==> src/rtl/touch_pkg.sv <==
// touch_pkg: sequencer states and ADS7843 frame constants shared by the touch ADC logic
package touch_pkg;
  typedef enum logic [2:0] {ST_IDLE, ST_SETTLE, ST_BURST, ST_PUBLISH, ST_GAP} touch_seq_state_t;
  localparam logic [7:0] CMD_X = 8'hD0;
  localparam logic [7:0] CMD_Y = 8'h90;
  localparam int FRAME_CLKS = 24;
  localparam int DATA_FIRST = 9;
  localparam int DATA_BITS = 12;
endpackage

==> src/rtl/touch_adc_sequencer_if.sv <==
// touch_adc_sequencer_if: board-level serial link to the touch ADC
interface touch_adc_sequencer_if;
  logic adc_penirq_n;
  logic adc_dout;
  logic adc_din;
  logic adc_dclk;
  logic adc_cs_n;
  modport master(input adc_penirq_n, adc_dout, output adc_din, adc_dclk, adc_cs_n);
  modport slave(output adc_penirq_n, adc_dout, input adc_din, adc_dclk, adc_cs_n);
endinterface

==> src/rtl/touch_spi_frame.sv <==
// touch_spi_frame: one 24-DCLK ADC frame, command out and 12-bit result in
module touch_spi_frame import touch_pkg::*; #(
  parameter int CLK_DIV = 16
) (
  input  logic        sys_clk,
  input  logic        iRST_n,
  input  logic        start,
  input  logic [7:0]  cmd,
  input  logic        adc_dout,
  output logic        adc_din,
  output logic        adc_dclk,
  output logic        adc_cs_n,
  output logic        done,
  output logic        busy,
  output logic [11:0] result
);
  localparam int DW = CLK_DIV > 1 ? $clog2(CLK_DIV) : 1;
  localparam logic [5:0] HP = 6'(2 * FRAME_CLKS);
  localparam logic [4:0] DF = 5'(DATA_FIRST);
  localparam logic [4:0] DL = 5'(DATA_FIRST + DATA_BITS);
  logic [DW-1:0] div;
  logic [5:0] hp, hn;
  logic [4:0] p;
  logic [7:0] cmd_r;
  logic [11:0] sh;
  logic tick;
  assign tick = div == DW'(CLK_DIV - 1);
  assign hn = hp + 6'd1;
  assign p = hn[5:1];
  // half-period stepper: half 0 is CS setup, odd halves raise DCLK, half 48 is CS hold, half 49 the CS-high gap
  always_ff @(posedge sys_clk or negedge iRST_n)
    if (!iRST_n) begin
      busy <= 1'b0;
      div <= '0;
      hp <= '0;
      cmd_r <= '0;
      sh <= '0;
      result <= '0;
      done <= 1'b0;
      adc_cs_n <= 1'b1;
      adc_dclk <= 1'b0;
      adc_din <= 1'b0;
    end else begin
      done <= 1'b0;
      if (!busy) begin
        if (start) begin
          busy <= 1'b1;
          div <= '0;
          hp <= '0;
          cmd_r <= cmd;
          adc_cs_n <= 1'b0;
          adc_din <= cmd[7];
        end
      end else if (!tick) begin
        div <= div + 1'b1;
      end else begin
        div <= '0;
        hp <= hn;
        adc_dclk <= hn < HP && hn[0];
        adc_cs_n <= hn > HP;
        if (!hn[0]) adc_din <= p < 5'd8 ? cmd_r[~p[2:0]] : 1'b0;
        if (hn[0] && p >= DF && p < DL) sh <= {sh[10:0], adc_dout};
        if (hn == HP + 6'd2) begin
          busy <= 1'b0;
          done <= 1'b1;
          result <= sh;
        end
      end
    end
endmodule

==> src/rtl/touch_adc_sequencer.sv <==
// touch_adc_sequencer: pen detection, averaged X/Y bursts and UI strobes for an ADS7843-class touch ADC
module touch_adc_sequencer import touch_pkg::*; #(
  parameter int CLK_DIV = 16,
  parameter int SETTLE = 2000,
  parameter int AVG_LOG2 = 2,
  parameter int GAP = 5000,
  parameter int RELEASE_CNT = 3,
  parameter int STROBE_LEN = 8
) (
  input  logic                         sys_clk,
  input  logic                         iRST_n,
  touch_adc_sequencer_if.master        adc,
  output logic [7:0]                   x,
  output logic [7:0]                   y,
  output logic                         new_coord_r,
  output logic                         penirq_n,
  output logic                         transmit_en,
  output logic                         busy
);
  localparam int SW = 12 + AVG_LOG2;
  localparam int TW = $clog2((SETTLE > GAP ? SETTLE : GAP) + 1);
  localparam int RW = $clog2(RELEASE_CNT + 1);
  localparam int PW = $clog2(STROBE_LEN + 1);
  touch_seq_state_t state, state_next;
  logic [2:0] pen_s;
  logic pen_down, start, done, clr, gap_end, rel_last, req;
  logic [TW-1:0] cnt;
  logic [RW-1:0] rel;
  logic [PW-1:0] scnt;
  logic [AVG_LOG2:0] fcnt;
  logic [SW-1:0] xsum, ysum;
  logic [11:0] result;
  touch_spi_frame #(.CLK_DIV(CLK_DIV)) u_frame (
    .sys_clk(sys_clk),
    .iRST_n(iRST_n),
    .start(start),
    .cmd(fcnt[AVG_LOG2] ? CMD_Y : CMD_X),
    .adc_dout(adc.adc_dout),
    .adc_din(adc.adc_din),
    .adc_dclk(adc.adc_dclk),
    .adc_cs_n(adc.adc_cs_n),
    .done(done),
    .busy(busy),
    .result(result)
  );
  // pen must read low on two consecutive synchronized samples, so single-cycle glitches never start a session
  assign pen_down = !pen_s[1] && !pen_s[2];
  assign gap_end = state == ST_GAP && cnt == TW'(GAP - 1);
  assign rel_last = rel == RW'(RELEASE_CNT - 1);
  assign clr = state == ST_IDLE || state_next != state || gap_end;
  // state register
  always_ff @(posedge sys_clk or negedge iRST_n)
    if (!iRST_n) state <= ST_IDLE;
    else state <= state_next;
  // next state and frame launch; a started burst runs to completion regardless of the pen
  always_comb begin
    state_next = state;
    start = 1'b0;
    case (state)
      ST_IDLE: state_next = pen_down ? ST_SETTLE : ST_IDLE;
      ST_SETTLE: state_next = cnt == TW'(SETTLE - 1) ? ST_BURST : ST_SETTLE;
      ST_BURST: begin
        start = !req;
        state_next = done && &fcnt ? ST_PUBLISH : ST_BURST;
      end
      ST_PUBLISH: state_next = ST_GAP;
      ST_GAP: state_next = !gap_end ? ST_GAP : pen_down ? ST_BURST : rel_last ? ST_IDLE : ST_GAP;
      default: state_next = ST_IDLE;
    endcase
  end
  // synchronizer, timers, release count and X-then-Y accumulation
  always_ff @(posedge sys_clk or negedge iRST_n)
    if (!iRST_n) begin
      pen_s <= '1;
      cnt <= '0;
      rel <= '0;
      req <= 1'b0;
      fcnt <= '0;
      xsum <= '0;
      ysum <= '0;
    end else begin
      pen_s <= {pen_s[1:0], adc.adc_penirq_n};
      cnt <= clr ? '0 : cnt + 1'b1;
      rel <= !gap_end ? rel : pen_down || rel_last ? '0 : rel + 1'b1;
      req <= start || (req && !done);
      fcnt <= state != ST_BURST ? '0 : done ? fcnt + 1'b1 : fcnt;
      xsum <= state != ST_BURST ? '0 : done && !fcnt[AVG_LOG2] ? xsum + SW'(result) : xsum;
      ysum <= state != ST_BURST ? '0 : done && fcnt[AVG_LOG2] ? ysum + SW'(result) : ysum;
    end
  // coordinate publish, session window and the penirq_n strobe that trails new_coord_r by one cycle
  always_ff @(posedge sys_clk or negedge iRST_n)
    if (!iRST_n) begin
      x <= '0;
      y <= '0;
      new_coord_r <= 1'b0;
      transmit_en <= 1'b0;
      penirq_n <= 1'b1;
      scnt <= '0;
    end else begin
      new_coord_r <= state == ST_PUBLISH;
      x <= state == ST_PUBLISH ? xsum[SW-1 -: 8] : x;
      y <= state == ST_PUBLISH ? ysum[SW-1 -: 8] : y;
      transmit_en <= state == ST_PUBLISH || (transmit_en && !(state == ST_GAP && state_next == ST_IDLE));
      penirq_n <= new_coord_r ? 1'b0 : scnt == '0 ? 1'b1 : penirq_n;
      scnt <= new_coord_r ? PW'(STROBE_LEN - 1) : scnt != '0 ? scnt - 1'b1 : scnt;
    end
endmodule

==> src/flat_wrapper.sv <==
// flat-port wrapper written by rule: the top's interface ports become plain ports
module touch_adc_sequencer_flat import touch_pkg::*;
#(
  parameter int CLK_DIV = 16,
  parameter int SETTLE = 2000,
  parameter int AVG_LOG2 = 2,
  parameter int GAP = 5000,
  parameter int RELEASE_CNT = 3,
  parameter int STROBE_LEN = 8
)
  (sys_clk, iRST_n, x, y, new_coord_r, penirq_n, transmit_en, busy, adc_adc_penirq_n, adc_adc_dout, adc_adc_din, adc_adc_dclk, adc_adc_cs_n);
  touch_adc_sequencer_if adc_i ();
  input  logic sys_clk;
  input  logic iRST_n;
  output logic [7:0] x;
  output logic [7:0] y;
  output logic new_coord_r;
  output logic penirq_n;
  output logic transmit_en;
  output logic busy;
  input wire logic [$bits(adc_i.adc_penirq_n)-1:0] adc_adc_penirq_n;
  input wire logic [$bits(adc_i.adc_dout)-1:0] adc_adc_dout;
  output wire logic [$bits(adc_i.adc_din)-1:0] adc_adc_din;
  output wire logic [$bits(adc_i.adc_dclk)-1:0] adc_adc_dclk;
  output wire logic [$bits(adc_i.adc_cs_n)-1:0] adc_adc_cs_n;
  assign adc_i.adc_penirq_n = adc_adc_penirq_n;
  assign adc_i.adc_dout = adc_adc_dout;
  assign adc_adc_din = adc_i.adc_din;
  assign adc_adc_dclk = adc_i.adc_dclk;
  assign adc_adc_cs_n = adc_i.adc_cs_n;
  touch_adc_sequencer #(.CLK_DIV(CLK_DIV), .SETTLE(SETTLE), .AVG_LOG2(AVG_LOG2), .GAP(GAP), .RELEASE_CNT(RELEASE_CNT), .STROBE_LEN(STROBE_LEN)) u_core (.sys_clk(sys_clk), .iRST_n(iRST_n), .adc(adc_i), .x(x), .y(y), .new_coord_r(new_coord_r), .penirq_n(penirq_n), .transmit_en(transmit_en), .busy(busy));
endmodule
==> config.mk <==
export PLATFORM = sky130hd
export DESIGN_NAME = touch_adc_sequencer_flat
export DESIGN_NICKNAME = d
export VERILOG_FILES = /design/src/rtl/touch_pkg.sv /design/src/rtl/touch_adc_sequencer_if.sv /design/src/rtl/touch_spi_frame.sv /design/src/rtl/touch_adc_sequencer.sv /design/src/flat_wrapper.sv
export SDC_FILE = /design/constraint.sdc
export NUM_CORES = 1
export LEC_CHECK = 0
export BUFFER_PORTS_ARGS = -buffer_cell sky130_fd_sc_hd__buf_2
export CORE_AREA = 4 4 159 161
export DETAILED_ROUTE_END_ITERATION = 7
export DIE_AREA = 0 0 163 165
export HOLD_SLACK_MARGIN = 0.05
export PLACE_DENSITY = 0.46
export SYNTH_ARGS = -nofsm -noshare
export SYNTH_HDL_FRONTEND = slang
export SYNTH_SLANG_ARGS = --single-unit
==> constraint.sdc <==
create_clock -name sys_clk -period 3 [get_ports sys_clk]
set_input_delay 0.9 -clock sys_clk [delete_from_list [all_inputs] [get_ports sys_clk]]
set_output_delay 0.9 -clock sys_clk [all_outputs]
set_load 0.005 [all_outputs]
==> impl_table.tex <==
\begin{tabular}{lr}
\hline
Metric & Value \\
\hline
\multicolumn{2}{l}{\textbf{Routing}} \\
\quad Routed length on met2 & between 5000 and 6000 um \\
\quad Vias & between 4000 and 5000 \\
\quad Detailed router's first-iteration violation count & approximately 170 \\
\quad Highest routing layer actually used & met4 \\
\quad Met1 wire length & around 6600 um \\
\quad DR vias/cell & between 4 and 5 \\
\quad Number of search-and-repair iterations in the first detailed-routing pass & 5 \\
\quad DRC Markers & 0 \\
\quad Post-DR wirelength/cell & approximately 14 um \\
\quad Met3 Wirelength & $\sim$450 um \\
\quad Antenna viol nets, final & 0 \\
\quad Routed WL & about 13000 um \\
\multicolumn{2}{l}{\textbf{Clock network}} \\
\quad Hold buffer count at CTS & 0 \\
\quad Number of buffers inserted during clock tree synthesis & 17 \\
\quad Post-CTS setup buffers & 0 \\
\quad Worst skew pair latency & just over 400 ps \\
\quad H-tree Lvls & 4 \\
\quad Clock tree from TritonCTS & yes \\
\quad Max clock buf depth & 2 \\
\quad Clock-pin slew on the worst setup and hold paths & approximately 50 ps \\
\quad CTS Sinks & 117 \\
\quad Root buffer cell & sky130\_fd\_sc\_hd\_\_clkbuf\_16 \\
\quad CTS resizes & 0 \\
\multicolumn{2}{l}{\textbf{Setup path}} \\
\quad Reg-to-Reg Start & u\_core.u\_frame.hp[0] \\
\quad Arrival time at the worst endpoint & 2770 ps \\
\quad Crit path launch type & flop \\
\quad Kind of end point of the critical path & flop \\
\quad Launch point of the critical path & u\_core.u\_frame.hp[0] \\
\quad Maximum net fanout on the critical path & 12 \\
\quad Max incr delay on CP & 480 ps \\
\quad Worst EP required & between 3000 and 4000 ps \\
\quad R2R cell count & 6 \\
\quad Family with the most delay on the worst path & compound AO/OA/AOI/OAI gates \\
\quad Master of the slowest instance on the critical path & sky130\_fd\_sc\_hd\_\_o21ai\_2 \\
\quad Worst path buffer plus inverter count & 0 \\
\quad Levels on crit path & 6 \\
\quad Critical-path cell list & ha\_1 -> xnor2\_1 -> nand3\_1 -> and3\_1 -> o21ai\_2 -> mux2\_2 \\
\quad Worst Setup Path Type & reg -> reg \\
\multicolumn{2}{l}{\textbf{Die}} \\
\quad Floorplan die area & 0.0269 mm\^{}2 \\
\quad Number of top-level design ports & 27 \\
\quad Width of the die & around 160 um \\
\quad Starting utilization of the core area & 0.247 \\
\quad Std cell rows & 57 \\
\quad Core region area & between 0.02 and 0.025 mm\^{}2 \\
\quad Chip height & around 170 um \\
\multicolumn{2}{l}{\textbf{Timing}} \\
\quad Period minus WS final & $\sim$2500 ps \\
\quad Setup violators final & 0 \\
\quad Slew @ Worst Pin & 625 ps \\
\quad Max Clk Rate & 401 MHz \\
\quad Setup repair after global routing missed its margin & no \\
\quad Final-layout setup total negative slack & 0 ps \\
\quad Final-report hold violation count & 0 \\
\quad Worst Clk Skew & between 10 and 15 ps \\
\quad Final Slew Violations & 0 \\
\quad Max-slew headroom & 0.579 \\
\quad Share of the cycle needed by the critical path after routing & 0.831 \\
\multicolumn{2}{l}{\textbf{Power}} \\
\quad Total internal power & around 0.0030 W \\
\quad Pwr Total & $\sim$0.0038 W \\
\quad Power Dens Cells & around 530 mW/mm\^{}2 \\
\quad Static leakage power & 3.62 nW \\
\quad Comb pwr share & 0.011 \\
\quad Switching part of the total & 0.197 \\
\quad Net switching component of the power & between 0.0007 and 0.0008 W \\
\quad Worst ir drop on vdd & 0.350 mV \\
\quad Clk network pwr share & 0.567 \\
\quad Sequential cell fraction of total power & 0.422 \\
\multicolumn{2}{l}{\textbf{Final layout}} \\
\quad Leading cell types in the layout, fill and taps excluded & sky130\_fd\_sc\_hd\_\_dfrtp\_1 (112), sky130\_fd\_sc\_hd\_\_nand2\_1 (78), sky130\_fd\_sc\_hd\_\_ha\_1 (32) \\
\quad Filler Cells Inserted & between 2000 and 2500 \\
\quad Most frequent standard cell in the layout excluding fill and tap cells & sky130\_fd\_sc\_hd\_\_dfrtp\_1 \\
\quad Area of the multi-input gates & $\sim$0.0028 mm\^{}2 \\
\quad Synth-to-Final Area Change & 19.6\% \\
\quad Final Net Count & around 630 \\
\quad Fraction of layout instances using a drive strength above 1 & 0.172 \\
\quad Area used by sequential logic in the layout & between 0.002 and 0.003 mm\^{}2 \\
\quad Number of diodes & 0 \\
\multicolumn{2}{l}{\textbf{Min path}} \\
\quad Min-delay src & u\_core.pen\_s[0] \\
\quad Number of cells on the worst hold path & 0 \\
\quad Min-Delay Path Class & reg -> reg \\
\multicolumn{2}{l}{\textbf{Job}} \\
\quad Max-Cap Viols & 0 \\
\multicolumn{2}{l}{\textbf{GRT}} \\
\quad First-pass GRT wire length & $\sim$22000 um \\
\quad Antenna violations before repair & 0 \\
\quad Number of global-route vias before repair & about 4200 \\
\quad Largest net degree at the start of global routing & 81 \\
\quad Overall track demand over capacity in global routing & 0.101 \\
\quad Total global routing overflow & 0 \\
\multicolumn{2}{l}{\textbf{Synthesis}} \\
\quad Warning count from the yosys run & 0 \\
\quad Synthesized netlist net count & 590 \\
\quad Post-synthesis instance area & $\sim$0.0059 mm\^{}2 \\
\quad Number of distinct library cells after synthesis & a little over 60 \\
\quad Post-synthesis sequential area ratio & 0.496 \\
\quad Async SR Flop Fraction & 1.00 \\
\quad Number of synthesized register bits & between 100 and 150 \\
\quad Cells after Synth & around 550 \\
\quad Number of flops mapped to enable cells by yosys & 0 \\
\quad Flip-flop cell with the highest count after synthesis & sky130\_fd\_sc\_hd\_\_dfrtp\_1 \\
\quad Avg Synthesized Cell Area & about 11 um\^{}2 \\
\multicolumn{2}{l}{\textbf{Placement}} \\
\quad Final GP Congestion & about 0.76 \\
\quad Port buffer count & 26 \\
\quad HPWL Detailed & 9200 um \\
\multicolumn{2}{l}{\textbf{Status}} \\
\quad Run status & finished clean \\
\hline
\end{tabular}
==> cell usage after synthesis (all sizes together) (2+ instances only) <==
master / n / area [um^2]
dfrtp: 112 / 2800
nand2: 78 / 293
ha: 32 / 400
nor2: 32 / 128
a21oi: 30 / 154
xnor2: 25 / 226
a22o: 24 / 210
mux2: 24 / 300
o21ai: 21 / 109
a21o: 19 / 143
xor2: 15 / 131
nand3: 14 / 75.1
inv: 13 / 48.8
nand4: 10 / 68.8
clkbuf: 9 / 35.0
nor3: 9 / 50.1
buf: 8 / 48.8
and3: 6 / 37.5
nand2b: 6 / 37.5
a31oi: 5 / 31.3
dfstp: 5 / 131
mux2i: 5 / 50.1
nand3b: 4 / 30.0
nor2b: 4 / 25.0
o21bai: 4 / 30.0
and2: 3 / 18.8
o22ai: 3 / 18.8
o31ai: 3 / 22.5
or3b: 3 / 26.3
a211oi: 2 / 15.0
a21boi: 2 / 15.0
fa: 2 / 40.0
nor4: 2 / 12.5
o41ai: 2 / 17.5
or3: 2 / 12.5
==> flip-flops by register name, summed over array words and instances (netlist names), 2 cells and up <==
register	count
u_core.cnt	13
u_core.fcnt	3
u_core.pen_s	3
u_core.rel	2
u_core.scnt	4
u_core.state	3
u_core.u_frame.cmd_r	2
u_core.u_frame.div	4
u_core.u_frame.hp	6
u_core.u_frame.result	12
u_core.u_frame.sh	12
u_core.x	8
u_core.xsum	14
u_core.y	8
u_core.ysum	14
==> stage by stage <==
step / cells / utilization / setup slack, ps / hold slack, ps / area, um^2
finish: 927 / 0.295 / 508 / 357 / 7080
global route: 927 / 0.295 / 275 / 365 / 7080
CTS: 927 / 0.295 / 484 / 358 / 7080
detailed placement: 895 / 0.270 / 479 / 350 / 6460
global placement: 895 / 0.270 / 542 / 347 / 6460
floorplan: 552 / - / 851 / 345 / 5920
==> worst reg2reg max path, stage by stage, from the launching register on <==
cell	delay, ps
sky130_fd_sc_hd__dfrtp_1	460
sky130_fd_sc_hd__ha_1	300
sky130_fd_sc_hd__xnor2_1	390
sky130_fd_sc_hd__nand3_1	120
sky130_fd_sc_hd__and3_1	210
sky130_fd_sc_hd__o21ai_2	480
sky130_fd_sc_hd__mux2_2	410
==> layout make-up <==
type | count | area share
inverters | 14 | 0.00742
multi-input cells | 404 | 0.402
clock inverters | 10 | 0.0219
clock buffers | 22 | 0.0656
well taps | 324 | 0.0573
flip-flops and latches | 117 | 0.415
repair buffers | 36 | 0.0311
==> layer usage <==
metal  track usage  vias up
met1         0.141     1991
li1              -     2050
met2         0.153       48
met3        0.0285       12
met4        0.0328        0
met5             0        -
==> cell families (layout without fill, tap and decap cells) <==
kind of cell    Yosys count  after routing  share of synthesized area
buf+inv                  31             82                     0.0230
fa+ha+maj                34             34                     0.0744
mux                      29             29                     0.0592
compound gates          120            120                      0.137
flops                   117            117                      0.496
xor+xnor                 40             40                     0.0605
simple gates            181            181                      0.150
==> power groups by stage <==
stage	Clock (W)	Sequential, W	Combinational [W]
after detailed placement	0	0.00161	0.0000442
after global placement	0	0.00161	0.0000430
after CTS	0.00220	0.00159	0.0000442
after floorplan	0	0.00161	0.00000187
final	0.00213	0.00159	0.0000403
after global routing	0.00228	0.00159	0.0000493
==> final timing paths <==
kind,end,slack (ps)
worst max-delay path,u_core.u_frame.sh[5],510
worst min-delay path,u_core.pen_s[1],360
worst max register to register,u_core.u_frame.sh[5],510
worst min register to register,u_core.pen_s[1],360
max in group asynchronous,u_core.u_frame.adc_cs_n,1870
min in group asynchronous,u_core.y[2],380
Note: power is estimated with default switching activity, not from simulation.
